--- src/rtl/float_offset_detector_if.sv ---
// Sample stream into the block-floating-point exponent detector and its offset
// result. Parameters must match the attached float_offset_detector instance.
interface float_offset_detector_if #(
    parameter int IWIDTH = 16,
    parameter int OWIDTH = 10
);
    localparam int OFSW = $clog2(IWIDTH - OWIDTH + 1);

    logic              i_sync;
    logic              i_freeze;
    logic              i_valid;
    logic [IWIDTH-1:0] i_data;
    logic [OFSW-1:0]   o_offset;
    logic              o_update;
    logic              o_first;

    modport master (
        output i_sync, i_freeze, i_valid, i_data,
        input  o_offset, o_update, o_first
    );

    modport slave (
        input  i_sync, i_freeze, i_valid, i_data,
        output o_offset, o_update, o_first
    );
endinterface

--- src/rtl/float_offset_detector.sv ---
// Finds the redundant leading bits shared by a block of samples and turns them into
// the float_rounder MSB offset; the offset found in one block is applied to the next.
module float_offset_detector #(
    parameter int IWIDTH   = 16,
    parameter int OWIDTH   = 10,
    parameter     SIGNREP  = "SIGNED",
    parameter int BLOCKLEN = 64,
    parameter int GUARD    = 0
) (
    input  logic                     clk,
    input  logic                     rst,
    input  logic                     clkena,
    float_offset_detector_if.slave   bus
);
    localparam bit IS_SIGNED = (SIGNREP == "SIGNED");
    localparam int MAXOFS    = IWIDTH - OWIDTH;
    localparam int OFSW      = $clog2(MAXOFS + 1);
    localparam int CW        = $clog2(BLOCKLEN);
    // Signed samples drop the sign bit: a redundant sign bit XORs to zero.
    localparam int AW        = IS_SIGNED ? IWIDTH - 1 : IWIDTH;

    logic [CW-1:0]   cnt;
    logic [AW-1:0]   acc;
    logic [AW-1:0]   term;
    logic [AW-1:0]   scan;
    logic [OFSW-1:0] next_offset;
    logic            accept;
    logic            last;
    int              lz;
    int              raw;
    int              clamped;

    generate
        if (IS_SIGNED) begin : g_signed
            assign term = bus.i_data[IWIDTH-2:0] ^ {(IWIDTH-1){bus.i_data[IWIDTH-1]}};
        end else begin : g_unsigned
            assign term = bus.i_data;
        end
    endgenerate

    assign accept = bus.i_valid;
    assign last   = (cnt == CW'(BLOCKLEN - 1));
    assign scan   = acc | term;

    // NOTE: every variable driven here gets a value before any branch or loop can
    // skip it, so no latch is inferred.
    always_comb begin
        lz = AW;
        for (int i = 0; i < AW; i++) begin
            if (scan[i]) lz = AW - 1 - i;
        end
        raw         = (lz > GUARD) ? lz - GUARD : 0;
        clamped     = (raw > MAXOFS) ? MAXOFS : raw;
        next_offset = OFSW'(clamped);
    end

    // NOTE: sequential state uses non-blocking assignments only, and the reset is
    // sampled on the clock edge, taking priority over clkena.
    always_ff @(posedge clk) begin
        if (!rst) begin
            cnt          <= '0;
            acc          <= '0;
            bus.o_offset <= '0;
            bus.o_update <= 1'b0;
            bus.o_first  <= 1'b0;
        end else if (clkena) begin
            bus.o_update <= 1'b0;
            bus.o_first  <= 1'b0;
            if (bus.i_sync) begin
                // Partial block is dropped; a coincident sample opens the new block.
                acc         <= accept ? term : '0;
                cnt         <= accept ? CW'(1) : '0;
                bus.o_first <= accept;
            end else if (accept) begin
                bus.o_first <= (cnt == '0);
                if (last) begin
                    acc          <= '0;
                    cnt          <= '0;
                    bus.o_update <= ~bus.i_freeze;
                    if (!bus.i_freeze) bus.o_offset <= next_offset;
                end else begin
                    acc <= acc | term;
                    cnt <= cnt + CW'(1);
                end
            end
        end
    end
endmodule
--- src/flat_wrapper.sv ---
// flat-port wrapper written by rule: the top's interface ports become plain ports
module float_offset_detector_flat 
#(
    parameter int IWIDTH   = 16,
    parameter int OWIDTH   = 10,
    parameter     SIGNREP  = "      ",
    parameter int BLOCKLEN = 64,
    parameter int GUARD    = 0
)
  (clk, rst, clkena, bus_i_sync, bus_i_freeze, bus_i_valid, bus_i_data, bus_o_offset, bus_o_update, bus_o_first);
  float_offset_detector_if #(.IWIDTH(IWIDTH), .OWIDTH(OWIDTH)) bus_i ();
  input  logic clk;
  input  logic rst;
  input  logic clkena;
  input wire logic [$bits(bus_i.i_sync)-1:0] bus_i_sync;
  input wire logic [$bits(bus_i.i_freeze)-1:0] bus_i_freeze;
  input wire logic [$bits(bus_i.i_valid)-1:0] bus_i_valid;
  input wire logic [$bits(bus_i.i_data)-1:0] bus_i_data;
  output wire logic [$bits(bus_i.o_offset)-1:0] bus_o_offset;
  output wire logic [$bits(bus_i.o_update)-1:0] bus_o_update;
  output wire logic [$bits(bus_i.o_first)-1:0] bus_o_first;
  assign bus_i.i_sync = bus_i_sync;
  assign bus_i.i_freeze = bus_i_freeze;
  assign bus_i.i_valid = bus_i_valid;
  assign bus_i.i_data = bus_i_data;
  assign bus_o_offset = bus_i.o_offset;
  assign bus_o_update = bus_i.o_update;
  assign bus_o_first = bus_i.o_first;
  float_offset_detector #(.IWIDTH(IWIDTH), .OWIDTH(OWIDTH), .SIGNREP(SIGNREP), .BLOCKLEN(BLOCKLEN), .GUARD(GUARD)) u_core (.clk(clk), .rst(rst), .clkena(clkena), .bus(bus_i));
endmodule
--- config.mk ---
export PLATFORM = sky130hd
export DESIGN_NAME = float_offset_detector_flat
export DESIGN_NICKNAME = d
export VERILOG_FILES = /design/src/rtl/float_offset_detector_if.sv /design/src/rtl/float_offset_detector.sv /design/src/flat_wrapper.sv
export SDC_FILE = /design/constraint.sdc
export NUM_CORES = 1
export LEC_CHECK = 0
export CAP_MARGIN = 5
export CORE_ASPECT_RATIO = 1.2
export CORE_MARGIN = 10
export CORE_UTILIZATION = 35
export DETAILED_ROUTE_END_ITERATION = 16
export GPL_ROUTABILITY_DRIVEN = 0
export SYNTH_ARGS = -nofsm -noshare
export SYNTH_HDL_FRONTEND = slang
export SYNTH_SLANG_ARGS = --single-unit
--- constraint.sdc ---
create_clock -name clk -period 1.82 [get_ports clk]
set_input_delay 0.273 -clock clk [delete_from_list [all_inputs] [get_ports clk]]
set_output_delay 0.273 -clock clk [all_outputs]
set_load 0.005 [all_outputs]
==> reports/results.txt, run 1 <==
Worst Max-Slew Pin Slew = 349 ps
Core Rows = 24
initial core utilization = 36.0%
CTS Root Cell = clkbuf_8
number of synthesized register bits = 27
DR iter-0 viols = 108
gr ovfl total = 0
first-pass GRT wire length = 5370 um
cts-stage hold buffer count = 0
Clk Latency, worst-skew pair = 270 ps
ANT cells = 0
IO buf count = 26
worst-path cell chain = ha_2, nand4_4, nor4_4, buf_4, mux2i_1, nor2b_1
Fin. Hold Viols = 0
Min-Delay Path Class = reg2reg
Max-Cap Viols = 0
drt drc = 0
max-slew violation count = 0
PwrDens = 662 mW/mm^2
initial antenna violation count = 0
I/O Pins = 27
hpwl dp = 2410 um
Post-Synthesis Cells = 146
CTS max path bufs = 2
CP arrival = 1870 ps
fraction of layout cells with a size suffix above 1 = 13.8%
fin nets = 206
Clock Skews = 1.15 ps
antenna viol nets, final = 0
top post-synthesis cells by count = dfxtp_1, nor2b_1, a22oi_1, nor2_1, nand2_1
CTS tree = built
crit path max fanout = 8
die area = 0.00659 sq mm
Post-synth top flop = dfxtp_1
Unique masters post-synth = 34
most frequent cell after synthesis = dfxtp_1
CTS H-tree depth = 1
Synth Cell Area = 0.00131 sq mm
Tmin final = 1690 ps
CP max-delay cell = dfxtp_1
layout overhead on the synthesized area = 33.2%
yosys warns = 0
post-synth top area cell = dfxtp_1
reg2reg start = u_core.cnt[1]
asr flop ratio synth = 0%
largest net degree at the start of global routing = 17
Routed WL per cell = 13.6 um
routed vias = 1170
Tcrit/Tclk final = 93.0%
Finish-stage setup viols = 0
Yosys top cell area share = 41.3%
via count of the first global-routing pass = 1190
CP Capture Type = flip-flop
final wirelength = 3160 um
setup TNS = 0 ps
Min-Delay Startpoint = u_core.bus.o_offset[0]
Max Clk Rate = 591 MHz
Reg clk slew, reported paths = 90 ps
clk sinks = 27
CP Data Required Time = 2000 ps
Startpoint Class = flip-flop
slew margin rel. = 76.4%
top post-synthesis cells by area = dfxtp_1, nor2b_1, a22oi_1
static leakage = 0.626 nW
peak supply drop = 0.321 mV
highest cell delay on the worst timing path = 420 ps
Crit Path Class = reg2reg
cts bufs inserted = 3
Post-synth EDFFs = 0
drt pass-1 iters = 4
post-synthesis sequential area ratio = 41.3%
crit path launch = u_core.cnt[1]
die height = 87.0 um
syn avg cell area = 8.96 sq um
status = complete, no violations
die width = 75.8 um
Via density = 5.02
global-route usage over all layers = 10.2%
Syn Nets = 170
core area = 0.00363 sq mm
Final Instance Area = 0.00174 sq mm
placed cell areas = 0.00167 sq mm
# fillers = 349
[routing by layer]
layer | share of wire (%) | track usage [%] | routed length [um]
met5 | 0 | 0 | 0
met4 | 1.3 | 3.89 | 42
met3 | 7.2 | 3.65 | 228
met2 | 47 | 16.7 | 1490
met1 | 44 | 11.7 | 1400
[power breakdown]
| part | total, W | internal (W) | switching [W] |
|---|---|---|---|
| Clock | 0.000347 | 0.000156 | 0.000191 |
| Combinational | 0.000184 | 0.000104 | 0.0000804 |
| Sequential | 0.000622 | 0.000610 | 0.0000117 |
[worst paths after layout]
path / end / cells past startpoint / slack [ps]
worst max-delay path: u_core.bus.o_offset[1] / 6 / 130
worst min-delay path: u_core.bus.o_offset[0] / 2 / 490
worst max register to register: u_core.bus.o_offset[1] / 6 / 130
worst min register to register: u_core.bus.o_offset[0] / 2 / 490
[registers in the layout, summed over array words and instances, names as in the netlist]
signal	flops
u_core.acc	16
u_core.bus.o_offset	3
u_core.cnt	6
u_core.bus.o_update	1
u_core.bus.o_first	1
[cell usage in the layout, fill, tap and decap left out, drive strengths merged, types with 3 or more instances in the layout]
master / instances
dfxtp: 27
clkdlybuf4s50: 26
nor2b: 21
a22oi: 16
nor2: 15
buf: 12
nand2: 9
inv: 5
a21oi: 5
and2: 4
o21ai: 3
o22ai: 3
a31oi: 3
clkbuf: 3
nor4: 3
[critical path, delay by kind of cell, from the launching register on]
family,cells,cell delay (ps)
adders and majority gates,1,260
buffers and inverters,1,190
DFF,1,420
muxes,1,180
and+or+nand+nor,3,550
[per-stage QoR]
step	power, W	setup slack, ps	hold WS (ps)	cells	utilization (%)
after floorplan	0.000727	259	444	146	-
after global placement	0.000816	37.2	476	227	46.1
after detailed placement	0.000819	0.340	475	227	46.1
after CTS	0.00117	117	492	231	47.4
after global routing	0.00121	-7.89	532	233	47.9
final	0.00115	128	491	233	47.9
[kinds of logic after synthesis]
kind of cell | after synthesis | share of synthesized area, %
adder cells (fa/ha/maj) | 2 | 1.91
multiplexers | 2 | 1.53
flip-flops | 27 | 41.3
buffers and inverters | 12 | 4.98
AO/OA/AOI/OAI | 44 | 24.5
AND/OR/NAND/NOR | 59 | 25.7
[area by class of cell]
type / count / area [sq um] / share of cell area, %
clock buffer: 3 / 41.3 / 2.37
clock inverter: 1 / 7.51 / 0.431
inverter: 5 / 18.8 / 1.08
multi-input combinational: 107 / 706 / 40.5
sequential: 27 / 541 / 31.0
tap: 52 / 65.1 / 3.74
timing repair buffer: 38 / 363 / 20.8
[repair_timing]
item | CTS | global route
hold endpoints to repair | 0 | 0
setup buffers | 0 | 2
endpoints found under the setup margin | 0 | 17
resized for setup | 0 | 2
Note: power is estimated with default switching activity, not from simulation.
==> run 2: changes to the inputs <==
- CTS_BUF_LIST: unset -> sky130_fd_sc_hd__clkbuf_4 sky130_fd_sc_hd__clkbuf_8
- MAX_ROUTING_LAYER: unset -> met4
==> run 2 against run 1 <==
Routed wire length is 0.13% higher. Combinational power barely moved. Core utilization unchanged. Worst hold slack worse by 1.4 ps. Sequential power about the same. Largest power group unchanged. Worst setup slack lost 4.3 ps. Total power is essentially flat. Die area unchanged. Critical path type unchanged.
==> reports/results.txt, run 2 (synthesis gave the netlist of run 1 again) <==
met2 wire length = 1490 um
drt drc = 0
Gate power share = 16.0%
worst-path cell chain = ha_2, nand4_4, nor4_4, buf_4, mux2i_1, nor2b_1
setup TNS = 0 ps
Max-Cap Viols = 0
final wirelength = 3160 um
hpwl dp = 2410 um
fraction of layout cells with a size suffix above 1 = 13.8%
reg2reg path depth = 6
layout overhead on the synthesized area = 33.2%
Crit Path Class = reg2reg
antenna viol nets, final = 0
Via density = 5.01
Max Clk Rate = 590 MHz
max-slew violation count = 0
slew margin rel. = 76.4%
max reg flops = 16
CTS max path bufs = 2
CTS H-tree depth = 1
Tcrit/Tclk final = 93.2%
fin nets = 206
initial core utilization = 36.0%
initial antenna violation count = 0
placed cell areas = 0.00167 sq mm
worst r2r dst = u_core.bus.o_offset[1]
Reg clk slew, reported paths = 90 ps
DR iter-0 viols = 108
Startpoint Class = flip-flop
most common cell after layout, fill and taps aside = dfxtp_1
PwrDens = 663 mW/mm^2
IO buf count = 26
Clock Skews = 0.548 ps
CTS Root Cell = clkbuf_8
Clk network pwr share = 30.1%
Clk Latency, worst-skew pair = 270 ps
Final Instance Area = 0.00174 sq mm
routed vias = 1168
drt pass-1 iters = 4
crit path launch = u_core.cnt[1]
Worst Max-Slew Pin Slew = 349 ps
die area = 0.00659 sq mm
area of the multi-input gates = 706 sq um
CP max-delay cell = dfxtp_1
largest net degree at the start of global routing = 17
Top Registers = u_core.acc: 16 flops, u_core.cnt: 6 flops, u_core.bus.o_offset: 3 flops
cell family with most CP delay = simple AND/OR/NAND/NOR gates
internal power = 0.000870 W
highest cell delay on the worst timing path = 420 ps
hold endpoint = u_core.bus.o_offset[0]
Tmin final = 1700 ps
Reg area = 541 sq um
die width = 75.8 um
die height = 87.0 um
CTS tree = built
static leakage = 0.626 nW
via count of the first global-routing pass = 1188
clk sinks = 27
Core Rows = 24
Biggest register = u_core.acc
sequential power share = 53.9%
crit path max fanout = 8
core area = 0.00363 sq mm
Min-Delay Path Class = reg2reg
Finish-stage setup viols = 0
Fin. Hold Viols = 0
metal3 WL = 185 um
CP Data Required Time = 2000 ps
status = complete, no violations
first-pass GRT wire length = 5380 um
gr ovfl total = 0
I/O Pins = 27
CP Capture Type = flip-flop
peak supply drop = 0.321 mV
WP buf/inv = 1
CP arrival = 1870 ps
reg2reg start = u_core.cnt[1]
worst reg-to-reg setup slack = 120 ps
Min-Delay Startpoint = u_core.bus.o_offset[0]
global-route usage over all layers = 10.5%
cts bufs inserted = 3
most frequent cells in the layout = dfxtp_1, clkdlybuf4s50_1, nor2b_1, a22oi_1, nor2_1
sw power = 0.000284 W
Net Sw Frac = 24.6%
Routed WL per cell = 13.6 um
Min-Delay Path Depth = 2
ANT cells = 0
# fillers = 349
M1 wire length = 1450 um
top sig layer = met4
==> run 2: per-stage QoR <==
stage / setup WS, ps / total power [W] / utilization [%] / hold WS (ps) / cells
after floorplan: 259 / 0.000727 / - / 444 / 146
after global placement: 37.2 / 0.000816 / 46.1 / 476 / 227
after detailed placement: 0.340 / 0.000819 / 46.1 / 475 / 227
after CTS: 117 / 0.00117 / 47.4 / 492 / 231
after global routing: -7.89 / 0.00122 / 47.9 / 532 / 233
final: 124 / 0.00115 / 47.9 / 489 / 233
==> run 2: timing repair <==
item	in CTS	in global routing
buffers inserted	0	2
resized for setup	0	2
hold buffers	0	0
endpoints found under the setup margin	0	17
==> run 2: power groups by stage <==
stage | logic [W] | registers [W] | clock network [W]
final | 0.000184 | 0.000622 | 0.000348
after global routing | 0.000202 | 0.000625 | 0.000389
after CTS | 0.000185 | 0.000622 | 0.000362
after detailed placement | 0.000184 | 0.000635 | 0
after global placement | 0.000181 | 0.000635 | 0
after floorplan | 0.0000936 | 0.000633 | 0
==> run 2: worst max-delay path by stage <==
stage,slack (ps),depth (start not counted),end
2_1_floorplan,260,7,u_core.acc[3]
3_3_place_gp,40,5,u_core.bus.o_offset[0]
3_5_place_dp,0.3,5,u_core.bus.o_offset[0]
4_1_cts,120,5,u_core.acc[12]
5_1_grt,-8,6,u_core.bus.o_offset[0]
6_report,120,6,u_core.bus.o_offset[1]
==> run 2: layout make-up <==
| class | instances | share of cell area [%] |
|---|---|---|
| Multi-Input combinational cell | 107 | 40.5 |
| Sequential cell | 27 | 31.0 |
| Timing Repair Buffer | 38 | 20.8 |
| Tap cell | 52 | 3.74 |
| Clock buffer | 3 | 2.37 |
| Inverter | 5 | 1.08 |
| Clock inverter | 1 | 0.431 |
==> run 2: metal layers <==
| layer | vias up | GRT usage [%] |
|---|---|---|
| li1 | 599 | - |
| met5 | - | - |
| met3 | 5 | 2.97 |
| met1 | 537 | 12.2 |
| met2 | 27 | 16.7 |
| met4 | 0 | 3.89 |
==> run 2: tightest hold or removal path, cell delays in order (launching register included) <==
cell,delay [ps]
dfxtp_1,330
nand2_1,60
o22ai_1,60
==> run 3: changes to the inputs <==
- HOLD_SLACK_MARGIN: unset -> 0.03
==> results of run 3 <==
Same layout as run 2: the final DEF is identical, and so are final timing and power.
